File: src/rtl/truth_table_sweeper.sv
// ---------------------------------------------------------------------------
// truth_table_sweeper
//
// Exhaustive stimulus generator and checker for an N_IN-input, 1-output
// combinational block. Walks every input vector 0..2^N_IN-1 in ascending
// order, holds each one for HOLD cycles, samples the function output on the
// last cycle of the hold window and compares it with the EXPECTED truth table.
// Mismatches are counted and the first failing vector is remembered.
//
// Ports
//   clk              system clock, rising edge
//   rst_n            asynchronous active-low reset
//   start            one-cycle sweep request, ignored while busy
//   abort            synchronous stop back to idle (wins over start)
//   dut_out          output of the function under test
//   vec              input vector driven to the function under test
//   busy             high while a sweep is running (including the done cycle)
//   sample_valid     pulse on each compare cycle
//   done             pulse in the cycle after the last compare
//   pass             result of the last completed sweep
//   err_count        mismatches in current/last sweep, saturating at 2^N_IN
//   first_fail_valid at least one mismatch in current/last sweep
//   first_fail_vec   first mismatching vector
// ---------------------------------------------------------------------------
module truth_table_sweeper #(
    parameter int                 N_IN     = 3,
    parameter int                 HOLD     = 10,
    parameter logic [2**N_IN-1:0] EXPECTED = 8'hE8,
    parameter bit                 LOOP     = 1'b0
) (
    input  logic            clk,
    input  logic            rst_n,
    input  logic            start,
    input  logic            abort,
    input  logic            dut_out,
    output logic [N_IN-1:0] vec,
    output logic            busy,
    output logic            sample_valid,
    output logic            done,
    output logic            pass,
    output logic [N_IN:0]   err_count,
    output logic            first_fail_valid,
    output logic [N_IN-1:0] first_fail_vec
);

    localparam int                HCW       = (HOLD > 1) ? $clog2(HOLD) : 1;
    localparam logic [HCW-1:0]    HOLD_LAST = HCW'(HOLD - 1);
    localparam logic [N_IN:0]     ERR_MAX   = (N_IN + 1)'(2**N_IN);
    localparam logic [N_IN-1:0]   VEC_LAST  = '1;

    typedef enum logic [1:0] {
        S_IDLE = 2'd0,
        S_HOLD = 2'd1,
        S_DONE = 2'd2
    } state_t;

    state_t            r_state,    w_state_next;
    logic [N_IN-1:0]   r_vec,      w_vec_next;
    logic [HCW-1:0]    r_hold_cnt, w_hold_cnt_next;
    logic [N_IN:0]     r_err,      w_err_next;
    logic              r_ffv,      w_ffv_next;
    logic [N_IN-1:0]   r_ffvec,    w_ffvec_next;
    logic              r_pass,     w_pass_next;
    logic              w_compare;
    logic              w_mismatch;
    logic              w_sample_valid;
    logic              w_done;

    always_ff @(posedge clk or negedge rst_n) begin
        if (!rst_n) begin
            r_state    <= S_IDLE;
            r_vec      <= '0;
            r_hold_cnt <= '0;
            r_err      <= '0;
            r_ffv      <= 1'b0;
            r_ffvec    <= '0;
            r_pass     <= 1'b0;
        end else begin
            r_state    <= w_state_next;
            r_vec      <= w_vec_next;
            r_hold_cnt <= w_hold_cnt_next;
            r_err      <= w_err_next;
            r_ffv      <= w_ffv_next;
            r_ffvec    <= w_ffvec_next;
            r_pass     <= w_pass_next;
        end
    end

    // Compare on the last cycle of the hold window; HOLD=1 samples in the
    // same cycle the vector is applied.
    assign w_compare  = (r_state == S_HOLD) && (r_hold_cnt == HOLD_LAST);
    assign w_mismatch = (dut_out != EXPECTED[r_vec]);

    always_comb begin
        w_state_next    = r_state;
        w_vec_next      = r_vec;
        w_hold_cnt_next = r_hold_cnt;
        w_err_next      = r_err;
        w_ffv_next      = r_ffv;
        w_ffvec_next    = r_ffvec;
        w_pass_next     = r_pass;
        w_sample_valid  = 1'b0;
        w_done          = 1'b0;

        if (abort) begin
            // Results of the interrupted sweep stay visible; pass untouched.
            w_state_next    = S_IDLE;
            w_vec_next      = '0;
            w_hold_cnt_next = '0;
        end else begin
            case (r_state)
                S_IDLE: begin
                    if (start) begin
                        w_state_next    = S_HOLD;
                        w_vec_next      = '0;
                        w_hold_cnt_next = '0;
                        w_err_next      = '0;
                        w_ffv_next      = 1'b0;
                    end
                end
                S_HOLD: begin
                    if (w_compare) begin
                        w_sample_valid = 1'b1;
                        if (w_mismatch) begin
                            if (r_err != ERR_MAX) begin
                                w_err_next = r_err + (N_IN + 1)'(1);
                            end
                            if (!r_ffv) begin
                                w_ffv_next   = 1'b1;
                                w_ffvec_next = r_vec;
                            end
                        end
                        w_hold_cnt_next = '0;
                        if (r_vec == VEC_LAST) begin
                            w_state_next = S_DONE;
                        end else begin
                            w_vec_next = r_vec + N_IN'(1);
                        end
                    end else begin
                        w_hold_cnt_next = r_hold_cnt + HCW'(1);
                    end
                end
                S_DONE: begin
                    // r_err already includes the last vector's compare.
                    w_done      = 1'b1;
                    w_pass_next = (r_err == '0);
                    if (LOOP) begin
                        w_state_next    = S_HOLD;
                        w_vec_next      = '0;
                        w_hold_cnt_next = '0;
                        w_err_next      = '0;
                        w_ffv_next      = 1'b0;
                    end else begin
                        w_state_next = S_IDLE;
                    end
                end
                default: begin
                    w_state_next = S_IDLE;
                end
            endcase
        end
    end

    assign vec              = r_vec;
    assign busy             = (r_state != S_IDLE);
    assign sample_valid     = w_sample_valid;
    assign done             = w_done;
    assign pass             = r_pass;
    assign err_count        = r_err;
    assign first_fail_valid = r_ffv;
    assign first_fail_vec   = r_ffvec;

endmodule

File: config.mk
export PLATFORM = sky130hd
export DESIGN_NAME = truth_table_sweeper
export DESIGN_NICKNAME = d
export VERILOG_FILES = /design/src/rtl/truth_table_sweeper.sv
export SDC_FILE = /design/constraint.sdc
export NUM_CORES = 1
export LEC_CHECK = 0
export BUFFER_PORTS_ARGS = -buffer_cell sky130_fd_sc_hd__buf_2
export CAP_MARGIN = 20
export CORE_MARGIN = 5
export CORE_UTILIZATION = 45
export CTS_BUF_LIST = sky130_fd_sc_hd__clkbuf_8
export CTS_CLUSTER_DIAMETER = 40
export CTS_CLUSTER_SIZE = 12
export DETAILED_ROUTE_END_ITERATION = 10
export PLACE_DENSITY = 0.7
export SYNTH_ARGS = -nofsm -noshare
export SYNTH_HDL_FRONTEND = slang
export SYNTH_SLANG_ARGS = --single-unit
File: constraint.sdc
create_clock -name clk -period 2.1 [get_ports clk]
set_clock_uncertainty 0.2 [all_clocks]
set_input_delay 0.105 -clock clk [delete_from_list [all_inputs] [get_ports clk]]
set_output_delay 0.105 -clock clk [all_outputs]
set_load 0.005 [all_outputs]
Word level (Yosys, flattened, before mapping) --
Memory sizes are Yosys's and may differ from the RTL's. Index checks and enable logic that the tools add are counted.
Word-level totals: register bits 18, bits in read-only memories 8, bits of input ports 5, output and inout bits 15, memories kept 1
Operators by class: $add $sub $neg 3, order comparisons 1, eq/ne operators 14, muxes and demuxes 28, bitwise operators 2, reduce and logical (&&, ||, !) cells 13
Memory list:
- (name not given) | depth 8, width 1, rd ports 1, clocked after Yosys merged registers in 0, wr ports 0, line 92 | assign w_mismatch = (dut_out != EXPECTED[r_vec]);
Operator list (number):
- 2-to-1 mux 4 bit | 6
- one-hot mux 4 bit (2 select lines) | 2
- 2-to-1 mux 3 bit | 4
- AND reduction 5 bit | 2
- 2-to-1 mux 1 bit | 9
- inequality test 3 bit, second input constant | 3
- adder 4 x 1 -> 4 bit, second input constant | 2
- 2-to-1 mux 2 bit | 4
- inequality test 2 bit, second input constant | 3
- one-hot mux 3 bit (2 select lines) | 1
- AND reduction 6 bit | 1
- == test 4 bit, second input constant | 1
- logical NOT 4 bit | 1
- less-than comparator 3 x 4 -> 1 bit, second input constant | 1
- inequality test 4 bit, second input constant | 1
- one-hot mux 2 bit (2 select lines) | 1
- AND reduction 2 bit | 2
- AND reduction 4 bit | 1
- nonzero test 2 bit | 2
- adder 3 x 1 -> 3 bit, second input constant | 1
- == test 3 bit, second input constant | 1
- inequality test 3 x 2 -> 1 bit, second input constant | 1
- AND reduction 3 bit | 1
- nonzero test 3 bit | 1
- 8 further kinds | 9

Depth between registers and ports, before layout --
word-level depth 6, mapped depth 7, mapped depth without buffers 7

Least setup slack after synthesis --
Ideal clock, no wire load.
path kind reg2reg, start point register r_vec[0] (netlist: vec[0]), end point register r_ffvec[0] (netlist: first_fail_vec[0]), library setup time 0.125 ns, data arrival time 1.952 ns, data required time 1.775 ns, path slack -0.177 ns, stages on the path, launching flop included 8, path buffers 0, clock period less this slack 2.277 ns, path through dfrtp_1 inv_1 ha_1 and2_4 or3_1 a211o_1 nor2_1 mux2_2
Between the ends: longest elaborated chain between the ends 4
Ends and longest elaborated chain:
- start: declaration | line 58 | logic [N_IN-1:0] r_vec, w_vec_next;
- start signal: assignment | line 80 | r_vec <= w_vec_next;
- memory read (8 x 1 bit)
- 2-to-1 mux 1 bit (not written as such) | line 92
- inequality test 1 bit | line 92
- AND reduction 5 bit (no line)
- end signal: assignment | line 84 | r_ffvec <= w_ffvec_next;
- end: declaration | line 62 | logic [N_IN-1:0] r_ffvec, w_ffvec_next;
Several ways; a longest one is shown, not always the timed one. The select of a mux whose other input is x is not followed. A chain may end at the register's enable or synchronous reset.

Worst setup path in the final report --
Ends and elaborated chain as after synthesis.

==> impl_results.md <==
* CP max FO at 3
* Die ar. at approximately 3200 µm²
* Drt total wl at roughly 2100 µm
* Via density per instance at about 5.2
* CTS clk-pin slew, worst paths at 0.07 ns
* Final hold violation count at 0
* DIE WIDTH at 56.5 µm
* Clock root cell: clkbuf_8
* Synthesis Warnings at 0
* Post-route cell area at around 1300 µm²
* RR Endpoint: first_fail_vec[0]
* # rows at 16
* Clk_lat worst skew at roughly 0.26 ns
* Worst hold start: start
* Layout cell share with drive strength beyond 1 at 38.6%
* Drt drc at 0
* Final nets at ~150
* HPWL Detailed at 1570 µm
* PwrDens at 557 nW/µm²
* GR Overflow Total at 0
* Max-slew headroom at a little over 70%
* Slew at the pin closest to its max-slew limit at a little over 0.4 ns
* Top_reg_cell synth: dfrtp_1
* Setup crit start: vec[0]
* Hold Path Class: in -> reg
* Async set-or-reset flop fraction in the synthesized netlist at between 90% and 100%
* Register-to-Register Setup Slack at -0.09 ns
* Final Max Slew Viols at 0
* Hold EP: first_fail_valid
* Drt pass-1 iters at 4
* Reg2Reg Launch Point: vec[0]
* Final setup margin at -0.0866 ns
* Yosys cell types at 32
* Initial core utilization at 48.5%
* Synth top cells by count: dfrtp_1 (18), nor2_1 (12), ha_1 (7), o21ai_0 (7)
* H-tree depth at 1
* Area of placed instances at between 1000 and 1500 µm²
* Fmax at 0.457 GHz
* Post-synth top area share at 46.4%
* RSZ-0062 raised after global routing: true
* CTS buffer count at 3
* Most frequent cell after synthesis: dfrtp_1
* Clock period minus worst slack at roughly 2.2 ns
* Largest net degree at the start of global routing at 19
* Vias in the first global route at between 800 and 900
* Port bufs at 19
* Synthesis-stage register bit count at 18
* Critical path class: reg -> reg
* Largest stage delay, worst path at between 0.3 and 0.4 ns
* Ranking of synthesized cells by area: dfrtp_1 (46%), ha_1 (9.0%), mux2_2 (5.8%), nor2_1 (4.6%), o21ai_0 (3.6%)
* Overall track demand over capacity in global routing at 15.0%
* Area leader, netlist: dfrtp_1
* WHS Path Cells at 4
* R2R depth at 7
* Worst vdd ir at 0.000442 V
* Die H at about 56 µm
* Hold slack at 0.0257 ns
* CP Cell Sequence: inv_1 > ha_2 > and2_4 > or3_4 > a211o_1 > nor2_2 > mux2_2
* Antenna cells at 0
* Sequential fraction of the synthesis area at between 40% and 50%
* Drt wl/cell at 13.4 µm
* Mapped Cells at 96
* Bufs and invs on worst path at 1
* Max Root-Sink Buffers at 2
* Failing checks: setup timing
* GP Congestion at around 0.79
* Final setup viols at 7
* I/O pin cnt at 20
* Routed Antenna Nets at 0
* Initial antenna violation count at 0
* Fin crit share at 104%
* Number of synthesized flops with an enable pin at 0
* Initial DRC count at 12
* CP max stage cell: dfrtp_1
* Area Overhead vs Synth at 33.0%
* Mean cell area of the mapped netlist at just over 10 µm²
* Critical path arrival at about 2.1 ns
* Total number of vias at 832
* Syn Std Cell Area at 971 µm²
* Status: complete, but fails checks
* CP Launch Type: flop
* Critical Path Sink Type: flop
* Core area at ~2000 µm²
* P_leak at 0.658 nW
* CTS tree: yes
* First-pass GRT wire length at approximately 3800 µm
* Synth Net Count at approximately 110
* Critical Path RT at 2.04 ns
* Cell family with most CP delay: simple AND/OR/NAND/NOR gates
* TritonCTS Sinks at 18
* Max-cap viol count at 0
-- cells in the final DEF (no fill, tap or decap), types with 4 or more instances in the layout --
cell      netlist  final
ha_1            7      6
buf_2           0     19
inv_1           6      6
nor2_1         12     10
nand2_1         6      6
buf_4           0     11
o21ai_0         7      7
clkbuf_8        0      4
dfrtp_1        18     18
a21oi_1         4      4
mux2_2          5      4
-- per-stage QoR --
step | setup TNS (ns) | instances | setup WS (ns) | util, % | power (mW)
after floorplan | -0.368 | 96 | -0.0789 | - | 0.404
after global placement | -0.187 | 149 | -0.0422 | 58.0 | 0.431
after detailed placement | -0.475 | 149 | -0.108 | 58.0 | 0.433
after CTS | -0.408 | 157 | -0.0905 | 63.5 | 0.731
after global routing | -0.947 | 159 | -0.167 | 64.5 | 0.758
final | -0.402 | 159 | -0.0866 | 64.5 | 0.719
-- cell families (layout without fill, tap and decap cells) --
group / after synthesis / count (layout) / share of synthesized area, %
flip-flops: 18 / 18 / 46.4
multiplexers: 5 / 5 / 5.80
adder cells (fa/ha/maj): 7 / 7 / 9.02
AND/OR/NAND/NOR: 38 / 38 / 20.6
XOR/XNOR: 1 / 1 / 0.902
buffers and inverters: 7 / 43 / 2.71
AO/OA/AOI/OAI: 20 / 20 / 14.6
-- per-layer routing --
layer,GRT usage (%),part of all wire [%],up-vias
li1,-,-,414
met1,18.2,46,397
met2,23.6,47,16
met3,5.28,5.7,5
met4,6.44,1.5,0
met5,0,0,-
-- how the worst max path moves through the flow --
stage	end	cells after the start
floorplan	first_fail_vec[0]	7
global placement	first_fail_vec[0]	7
detailed placement	first_fail_vec[0]	7
CTS	first_fail_vec[0]	7
global route	first_fail_vec[0]	7
finish	first_fail_vec[0]	7
-- state kept, by name, indices dropped and copies added, names as in the netlist --
register	count
err_count	4
r_hold_cnt	4
first_fail_vec	3
vec	3
r_state	2
first_fail_valid	1
pass	1
-- worst min-delay path: stages --
cell,delay (ns)
buf_2,0.11
nand2_1,0.08
a21oi_1,0.07
nor2_1,0.08
-- timing repair --
| item | CTS | global route |
|---|---|---|
| hold buffers | 3 | 0 |
| endpoints found under the setup margin | 7 | 7 |
| hold endpoints to repair | 21 | 0 |
| resized for setup | 4 | 1 |
| buffers inserted | 1 | 2 |
| gates cloned | 0 | 0 |
-- area by class of cell --
type | count | area [µm²]
sequential | 18 | 450
timing repair buffer | 33 | 208
tap | 27 | 33.8
multi-input combinational | 71 | 522
fill | 177 | 711
clock buffer | 4 | 55.1
inverter | 6 | 22.5
-- where the power goes --
| group | switching, mW | total, mW | internal [mW] | leakage, nW |
|---|---|---|---|---|
| Clock | 0.119 | 0.286 | 0.167 | 0.0288 |
| Combinational | 0.0336 | 0.0651 | 0.0315 | 0.388 |
| Sequential | 0.0137 | 0.368 | 0.355 | 0.241 |
| Total | 0.166 | 0.719 | 0.553 | 0.658 |
No activity file was read; power rests on OpenSTA's default activity.
